**config.mk**
```make
export PLATFORM = sky130hd
export DESIGN_NAME = uart_rgb_cmd_parser
export DESIGN_NICKNAME = d
export VERILOG_FILES = /design/src/rtl/uart_rgb_cmd_parser.sv
export SDC_FILE = /design/constraint.sdc
export NUM_CORES = 1
export LEC_CHECK = 0
export BUFFER_PORTS_ARGS = -buffer_cell sky130_fd_sc_hd__buf_2
export CORE_ASPECT_RATIO = 1.75
export CORE_MARGIN = 2
export CORE_UTILIZATION = 35
export DETAILED_ROUTE_END_ITERATION = 16
export REMOVE_ABC_BUFFERS = 1
export SYNTH_ARGS = -nofsm -noshare
export SYNTH_HDL_FRONTEND = slang
export SYNTH_SLANG_ARGS = --single-unit
```
**constraint.sdc**
```tcl
create_clock -name i_Clock -period 4.55 [get_ports i_Clock]
set_input_delay 0.455 -clock i_Clock [delete_from_list [all_inputs] [get_ports i_Clock]]
set_output_delay 0.455 -clock i_Clock [all_outputs]
set_load 0.05 [all_outputs]
```
**src/rtl/uart_rgb_cmd_parser.sv**
```systemverilog
// uart_rgb_cmd_parser
//   Parses ASCII LED commands popped from a UART RX FIFO and holds the
//   brightness level of NUM_LEDS RGB LEDs for the PWM drivers.
//   Command form: <c><n>[<h><l>]\n
//     c  = r/g/b
//     n  = '1'..NUM_LEDS
//     hl = two hex digits, case-insensitive
//   Without hex digits the command toggles the channel between 0 and
//   DEFAULT_LEVEL. When ECHO is set, every consumed byte is retransmitted.
// Ports
//   i_Clock, i_Reset_n         clock, async active-low reset
//   i_Data_Ready, i_Data       RX FIFO not-empty flag and head byte
//   o_Read_Data                1-cycle FIFO pop
//   i_Busy_TX                  UART TX busy (stalls the parser when ECHO=1)
//   o_Start, o_TX_Data         1-cycle TX start and echoed byte
//   o_Levels                   LED k colour c at [(k*3+c)*8 +: 8], r=0 g=1 b=2
//   o_Cmd_Done, o_Cmd_Error    1-cycle command applied / command dropped
module uart_rgb_cmd_parser #(
    parameter int         NUM_LEDS      = 3,
    parameter logic [7:0] DEFAULT_LEVEL = 8'h11,
    parameter bit         ECHO          = 1'b1
) (
    input  logic                    i_Clock,
    input  logic                    i_Reset_n,
    input  logic                    i_Data_Ready,
    input  logic [7:0]              i_Data,
    output logic                    o_Read_Data,
    input  logic                    i_Busy_TX,
    output logic                    o_Start,
    output logic [7:0]              o_TX_Data,
    output logic [NUM_LEDS*24-1:0]  o_Levels,
    output logic                    o_Cmd_Done,
    output logic                    o_Cmd_Error
);
    localparam int         NFLD    = NUM_LEDS * 3;
    localparam int         FLD_W   = (NFLD > 1) ? $clog2(NFLD) : 1;
    localparam logic [7:0] CH_CR   = 8'h0D;
    localparam logic [7:0] CH_LF   = 8'h0A;
    localparam logic [7:0] LED_MAX = 8'(8'h30 + NUM_LEDS);

    typedef enum logic [2:0] {
        S_COLOUR, S_LED, S_HEX_HI, S_HEX_LO, S_NL, S_DISCARD
    } state_t;

    state_t                     state;
    logic                       pause;
    logic [1:0]                 col_q;
    logic [3:0]                 led_q;
    logic [3:0]                 hi_q;
    logic [3:0]                 lo_q;
    logic [NFLD-1:0][7:0]       levels;
    logic                       take;
    logic [FLD_W-1:0]           idx;
    logic [4:0]                 hex;

    // {valid, nibble}; letters map via low nibble + 9 ('a'/'A' low nibble is 1)
    function automatic logic [4:0] hex_dec(input logic [7:0] b);
        if (b >= 8'h30 && b <= 8'h39)
            return {1'b1, b[3:0]};
        else if ((b >= 8'h61 && b <= 8'h66) || (b >= 8'h41 && b <= 8'h46))
            return {1'b1, 4'(b[3:0] + 4'd9)};
        else
            return 5'd0;
    endfunction

    // The pause cycle after every take covers the registered pop: the FIFO
    // head only advances at the end of the cycle o_Read_Data is high.
    assign take     = i_Data_Ready && !pause && (!ECHO || !i_Busy_TX);
    assign idx      = FLD_W'(int'(led_q) * 3 + int'(col_q));
    assign hex      = hex_dec(i_Data);
    assign o_Levels = levels;

    always_ff @(posedge i_Clock or negedge i_Reset_n) begin
        if (!i_Reset_n) begin
            state       <= S_COLOUR;
            pause       <= 1'b0;
            col_q       <= 2'd0;
            led_q       <= 4'd0;
            hi_q        <= 4'd0;
            lo_q        <= 4'd0;
            levels      <= '0;
            o_Read_Data <= 1'b0;
            o_Start     <= 1'b0;
            o_TX_Data   <= 8'd0;
            o_Cmd_Done  <= 1'b0;
            o_Cmd_Error <= 1'b0;
        end else begin
            o_Read_Data <= 1'b0;
            o_Start     <= 1'b0;
            o_Cmd_Done  <= 1'b0;
            o_Cmd_Error <= 1'b0;
            pause       <= 1'b0;
            if (take) begin
                o_Read_Data <= 1'b1;
                pause       <= 1'b1;
                if (ECHO) begin
                    o_Start   <= 1'b1;
                    o_TX_Data <= i_Data;
                end
                if (i_Data != CH_CR) begin
                    case (state)
                        S_COLOUR: begin
                            if (i_Data == "r")      begin col_q <= 2'd0; state <= S_LED; end
                            else if (i_Data == "g") begin col_q <= 2'd1; state <= S_LED; end
                            else if (i_Data == "b") begin col_q <= 2'd2; state <= S_LED; end
                            else if (i_Data != CH_LF) state <= S_DISCARD;
                        end
                        S_LED: begin
                            if (i_Data >= "1" && i_Data <= LED_MAX) begin
                                led_q <= 4'(i_Data[3:0] - 4'd1);
                                state <= S_HEX_HI;
                            end else
                                state <= S_DISCARD;
                        end
                        S_HEX_HI: begin
                            if (i_Data == CH_LF) begin
                                levels[idx] <= (levels[idx] != 8'd0) ? 8'd0 : DEFAULT_LEVEL;
                                o_Cmd_Done  <= 1'b1;
                                state       <= S_COLOUR;
                            end else if (hex[4]) begin
                                hi_q  <= hex[3:0];
                                state <= S_HEX_LO;
                            end else
                                state <= S_DISCARD;
                        end
                        S_HEX_LO: begin
                            if (hex[4]) begin
                                lo_q  <= hex[3:0];
                                state <= S_NL;
                            end else
                                state <= S_DISCARD;
                        end
                        S_NL: begin
                            if (i_Data == CH_LF) begin
                                levels[idx] <= {hi_q, lo_q};
                                o_Cmd_Done  <= 1'b1;
                                state       <= S_COLOUR;
                            end else
                                state <= S_DISCARD;
                        end
                        S_DISCARD: begin
                            if (i_Data == CH_LF) begin
                                o_Cmd_Error <= 1'b1;
                                state       <= S_COLOUR;
                            end
                        end
                        default: state <= S_COLOUR;
                    endcase
                end
            end
        end
    end
endmodule

```
## After elaboration in Yosys (flattened, before gate mapping)

Index checks and enable logic that the tools add are counted.

- Memories: 0
- Flip-flop bits (word level): 100
- Output and inout port bits: 84
- Latch bits: 0
- RAM bits: 0
- ROM bits: 0
- Bits of input ports: 12

- Divide/modulo/power cells: 0
- Shift-type cells: 0
- $mul: 1
- Eq/ne operators: 15
- Reduce and logical (&&, ||, !) cells: 21
- Bitwise logic cells: 1
- Mux-type cells: 34
- Magnitude comparators: 10
- Add/sub/neg operators: 3

Operators with widths:

| kind | number |
|---|---|
| bitwise mux 72 bit | 2 |
| two-way mux 72 bit | 2 |
| one-hot mux 72 bit (2 select lines) | 1 |
| binary-select mux 8 bit (select 4 bit) | 1 |
| demux 8 bit (select 4 bit) | 1 |
| two-way mux 3 bit | 9 |
| equality test 8 x 7 -> 1 bit, second input constant | 3 |
| one-hot mux 3 bit (6 select lines) | 1 |
| >= comparator 8 x 6 -> 1 bit, second input constant | 2 |
| >= comparator 8 x 7 -> 1 bit, second input constant | 2 |
| less-or-equal comparator 8 x 6 -> 1 bit, second input constant | 2 |
| less-or-equal comparator 8 x 7 -> 1 bit, second input constant | 2 |
| two-way mux 8 bit | 2 |
| != test 8 x 4 -> 1 bit, second input constant | 2 |
| AND reduction 4 bit | 4 |
| two-way mux 5 bit | 3 |
| AND reduction 5 bit | 2 |
| two-way mux 1 bit | 9 |
| equality test 8 x 4 -> 1 bit, second input constant | 1 |
| nonzero test 8 bit | 1 |
| logical AND 1 bit | 7 |
| equality test 3 x 2 -> 1 bit, second input constant | 2 |
| equality test 3 bit, second input constant | 2 |
| two-way mux 2 bit | 3 |
| other kinds (16) | 19 |

## Longest topological paths before layout

- Depth after elaboration: 9
- Depth in mapped cells: 11

## Worst setup path before layout

No wires, ideal clock.

- Path type: register -> register
- Start: register col_q[1]
- End: register levels (netlist bit o_Levels[66])
- Setup slack: 1.706 ns
- Stages on the path, launching flop included: 11
- Library setup time: 0.132 ns
- Arrival: 2.712 ns
- Cell sequence: dfrtp_1 > fa_1 > ha_1 > inv_1 > fa_1 > xor2_1 > xor2_1 > nand3_1 > clkbuf_1 > nand2_1 > o21ai_0

- Word-level cells in the longest chain between the ends: 8
- Elaborated cells on any way between the ends: 11
- Those cells by class: 1 x add/sub; 2 x order compare; 7 x mux; 1 x reduce/logical

RTL lines:

| what | line | text |
|---|---|---|
| start: declaration | 47 | `logic [1:0] col_q;` |
| start signal: assignment | 77 | `col_q <= 2'd0;` |
| start signal: assignment | 103 | `if (i_Data == "r") begin col_q <= 2'd0; state <= S_LED; end` |
| start signal: assignment | 104 | `else if (i_Data == "g") begin col_q <= 2'd1; state <= S_LED; end` |
| adder 4 x 2 -> 4 bit (*) | 69 | `assign idx = FLD_W'(int'(led_q) * 3 + int'(col_q));` |
| < comparator 4 x 5 -> 1 bit (implied by the code) or >= comparator 4 x 1 -> 1 bit (tied branches) | 117, 135 |  |
| logical AND 1 bit (implied by the code) | 117, 135 |  |
| two-way mux 8 bit | 117, 135 |  |
| demux 8 bit (select 4 bit) (*) | 117, 135 |  |
| bitwise mux 72 bit (on tied branches) | 135, 117 |  |
| two-way mux 72 bit (on tied branches) | 134, 116 |  |
| one-hot mux 72 bit (2 select lines) (*) | 101 | `case (state)` |
| end signal: indexed assignment | 117 | `levels[idx] <= (levels[idx] != 8'd0) ? 8'd0 : DEFAULT_LEVEL;` |
| end signal: indexed assignment | 135 | `levels[idx] <= {hi_q, lo_q};` |
| end: declaration | 51 | `logic [NFLD-1:0][7:0] levels;` |

Mark *: on every way between the ends. The rest lies on a longest branch, timed or not. The select of a mux whose other input is x is not followed.
A chain may end at the register's enable or synchronous reset.

## Worst setup path in the final report

- Start: register col_q[1]
- End: register levels (netlist bit o_Levels[4])

- Word-level cells in the longest chain between the ends: 8
- Elaborated cells on any way between the ends: 15
- Those cells by class: 1 x add/sub; 2 x order compare; 10 x mux; 2 x reduce/logical

RTL lines:

| what | line |
|---|---|
| adder 4 x 2 -> 4 bit (*) | 69 |
| binary-select mux 8 bit (select 4 bit), or another cell as far along | 117 |
| two-way mux 8 bit (implied by the code) or logical AND 1 bit (tied branches) | 117, 135 |
| nonzero test 8 bit or two-way mux 8 bit (tied branches) | 117, 135 |
| two-way mux 5 bit or demux 8 bit (select 4 bit) (tied branches) | 117, 135 |
| bitwise mux 72 bit (on tied branches) | 117, 135 |
| two-way mux 72 bit (on tied branches) | 116, 134 |
| one-hot mux 72 bit (2 select lines) (*) | 101 |

Marked as above.

==> impl_metrics.env <==
export IMPL_status="complete, no violations"
export IMPL_drt_iter0_drc=177
export IMPL_seq_area_mm2=0.00250
export IMPL_period_minus_slack_ns=3.59
export IMPL_setup_violations_final=0
export IMPL_finalCritPeriodShare=0.788
export IMPL_areaGrowthSynthToFinish_pct=20.6
export IMPL_synth_most_common_cell="dfrtp_1"
export IMPL_grt_pass1_wl_um=19300
export IMPL_synth_flop_cell="dfrtp_1"
export IMPL_syn_inst=446
export IMPL_yosysTopAreaCell="dfrtp_1"
export IMPL_syn_area_mm2=0.00460
export IMPL_start_util=0.357
export IMPL_synth_seq_cells=100
export IMPL_syn_avg_cell_area_um2=10.3
export IMPL_ioPinCount=96
export IMPL_place_area_mm2=0.00521
export IMPL_tightest_slew_ns=0.796
export IMPL_critPathKind="reg -> reg"
export IMPL_clk_pin_slew_ns=0.07
export IMPL_cap_violations=0
export IMPL_yosysUniqueCellTypes=55
export IMPL_finalWirelength_um=12000
export IMPL_finalHoldViolCount=0
export IMPL_finalSetupTns_ns=0
export IMPL_reg2reg_depth=8
export IMPL_cp_arrival_ns=3.80
export IMPL_place_hpwl_um=8860
export IMPL_cts_resized=0
export IMPL_n_fill_cell=1285
export IMPL_dr_pass1_iters=4
export IMPL_cts_setup_buffers=0
export IMPL_yosysTopAreaCellShare=0.544
export IMPL_startpoint_type="flop"
export IMPL_routed_via_density=5.12
export IMPL_max_slew_margin=0.469
export IMPL_fin_area_mm2=0.00555
export IMPL_p_leak_uw=0.00272
export IMPL_powerDensity_mw_per_mm2=383
export IMPL_preCtsSetupSlack_ns=0.974
export IMPL_max_stage_delay_ns=0.76
export IMPL_crit_cells=8
export IMPL_clockBufferDepth=2
export IMPL_fmax_mhz=279
export IMPL_grt_pass1_vias=3590
export IMPL_synth_warning_count=0
export IMPL_fin_skew_ns=0.00974
export IMPL_grt_overflow_total=0
export IMPL_die_x_um=90.7
export IMPL_crit_family="adder cells"
export IMPL_fin_nets=554
export IMPL_dieArea_mm2=0.0141
export IMPL_dp_cells=692
export IMPL_post_drt_wl_per_cell_um=16.9
export IMPL_cts_tree="done"
export IMPL_drc=0
export IMPL_cts_sinks=100
export IMPL_path_buf_inv=1
export IMPL_portBuffers=95
export IMPL_grt_usage=0.175
export IMPL_critical_path_max_fanout=13
export IMPL_gp_congestion=0.800
export IMPL_antenna_found_initial=0
export IMPL_holdBufCountCts=0
export IMPL_synth_edff_count=0
export IMPL_required_ns=4.76
export IMPL_synth_area_leaders="dfrtp_1, nand2_1, mux2_2"
export IMPL_yosys_top_cells_count="dfrtp_1, nand2_1, o21ai_0, mux2_2, o21ai_1"
export IMPL_drive_above_1_share=0.274
export IMPL_fin_total_pwr_uw=2120
export IMPL_cp_common_cell="fa_1"
export IMPL_antenna_left=0
export IMPL_rsz0062_at_grt="false"
export IMPL_rows=55
export IMPL_endpoint_kind="flop"
export IMPL_worst_ir_drop_vdd_mv=0.195
export IMPL_die_height_um=156
export IMPL_final_cells=708
export IMPL_ctsHtreeMaxLevel=3
export IMPL_diodes=0
export IMPL_hold_class="in -> async"
export IMPL_multi_input_area_mm2=0.00196
export IMPL_coreArea_mm2=0.0129
export IMPL_cp_cell_sequence="fa_1 -> ha_1 -> inv_1 -> fa_1 -> nor3b_1 -> nand3_1 -> a31oi_1 -> a21oi_1"
export IMPL_vias=3628
export IMPL_ys_seq_area_frac=0.544
export IMPL_cts_buffers=9
export IMPL_async_flop_share=1.00
export IMPL_clk_latency_ns=0.34
export IMPL_drv_slew=0
export IMPL_grt_max_degree=63
export IMPL_crit_slowest_cell="fa_1"
export IMPL_setup_ws_ns=0.965
export IMPL_cts_root_buf="clkbuf_16"
-- worst register-to-register path: stages, from the launching register on --
cell	delay, ns
dfrtp_1	0.40
fa_1	0.54
ha_1	0.14
inv_1	0.05
fa_1	0.76
nor3b_1	0.67
nand3_1	0.45
a31oi_1	0.32
a21oi_1	0.11
-- area by class of cell --
cell class                 count  area share
tap                          171      0.0386
timing repair buffer          96      0.0875
clock inverter                 6      0.0201
multi-input combinational    314       0.354
inverter                      11     0.00744
clock buffer                  10      0.0413
sequential                   100       0.451
-- stage by stage --
step / util / hold WS, ns
2_1_floorplan: - / 0.159
3_3_place_gp: 0.405 / 0.475
3_5_place_dp: 0.405 / 0.474
4_1_cts: 0.431 / 0.228
5_1_grt: 0.431 / 0.251
6_report: 0.431 / 0.199
-- layer usage --
layer	track usage	up-vias	part of all wire
met4	0.0579	0	0.017
li1	-	1764	-
met2	0.335	81	0.57
met3	0.0285	13	0.031
met1	0.193	1770	0.38
met5	0	-	0
-- flip-flops by register name (all words and copies together) (netlist names) --
register / flops
col_q: 2
hi_q: 4
led_q: 4
lo_q: 4
o_Cmd_Done: 1
o_Cmd_Error: 1
o_Levels: 72
o_TX_Data: 8
pause: 1
state: 3
-- power by group --
part / switching (uW) / leakage (uW) / internal, uW / total (uW)
Combinational: 216 / 0.00119 / 94.7 / 311
Clock: 326 / 0.000163 / 539 / 865
Sequential: 33.6 / 0.00137 / 914 / 947
Total: 576 / 0.00272 / 1550 / 2120
-- final timing paths --
check / from / end / slack, ns
max: col_q[1]$_DFFE_PN0P_ / o_Levels[4]$_DFFE_PN0P_ / 0.96
min: i_Reset_n / o_Levels[71]$_DFFE_PN0P_ / 0.20
max reg2reg: col_q[1]$_DFFE_PN0P_ / o_Levels[4]$_DFFE_PN0P_ / 0.96
min reg2reg: o_TX_Data[0]$_DFFE_PN0P_ / o_TX_Data[0]$_DFFE_PN0P_ / 0.50
max in group asynchronous: i_Reset_n / o_Levels[36]$_DFFE_PN0P_ / 3.33
min in group i_Clock: i_Data[6] / o_TX_Data[6]$_DFFE_PN0P_ / 0.39
-- cells by family (layout without fill, tap and decap cells) --
group,Yosys count,in the layout,synth area share
adder cells (fa/ha/maj),10,10,0.0305
flip-flops,100,100,0.544
XOR/XNOR,8,8,0.0152
multiplexers,25,25,0.0634
AND/OR/NAND/NOR,166,166,0.185
AO/OA/AOI/OAI,105,105,0.133
buffers and inverters,32,123,0.0288
-- cells in the final DEF, fill, tap and decap left out, types with 4 or more instances in the layout --
master	synthesis	routed
dfrtp_1	100	100
buf_2	7	94
nand2_1	76	76
o21ai_0	43	43
mux2_2	22	22
o21ai_1	21	21
nor2_1	20	20
nor4_1	14	14
inv_1	11	11
a21oi_1	10	10
a31oi_1	9	9
clkbuf_16	0	9
ha_1	8	8
nor2b_1	7	7
nand4_1	7	7
nor3_1	6	6
nand3_1	5	5
xnor2_1	5	5
nand2_2	4	4
o31ai_1	4	4
and4_1	4	4
Note: power is estimated with default switching activity, not from simulation.
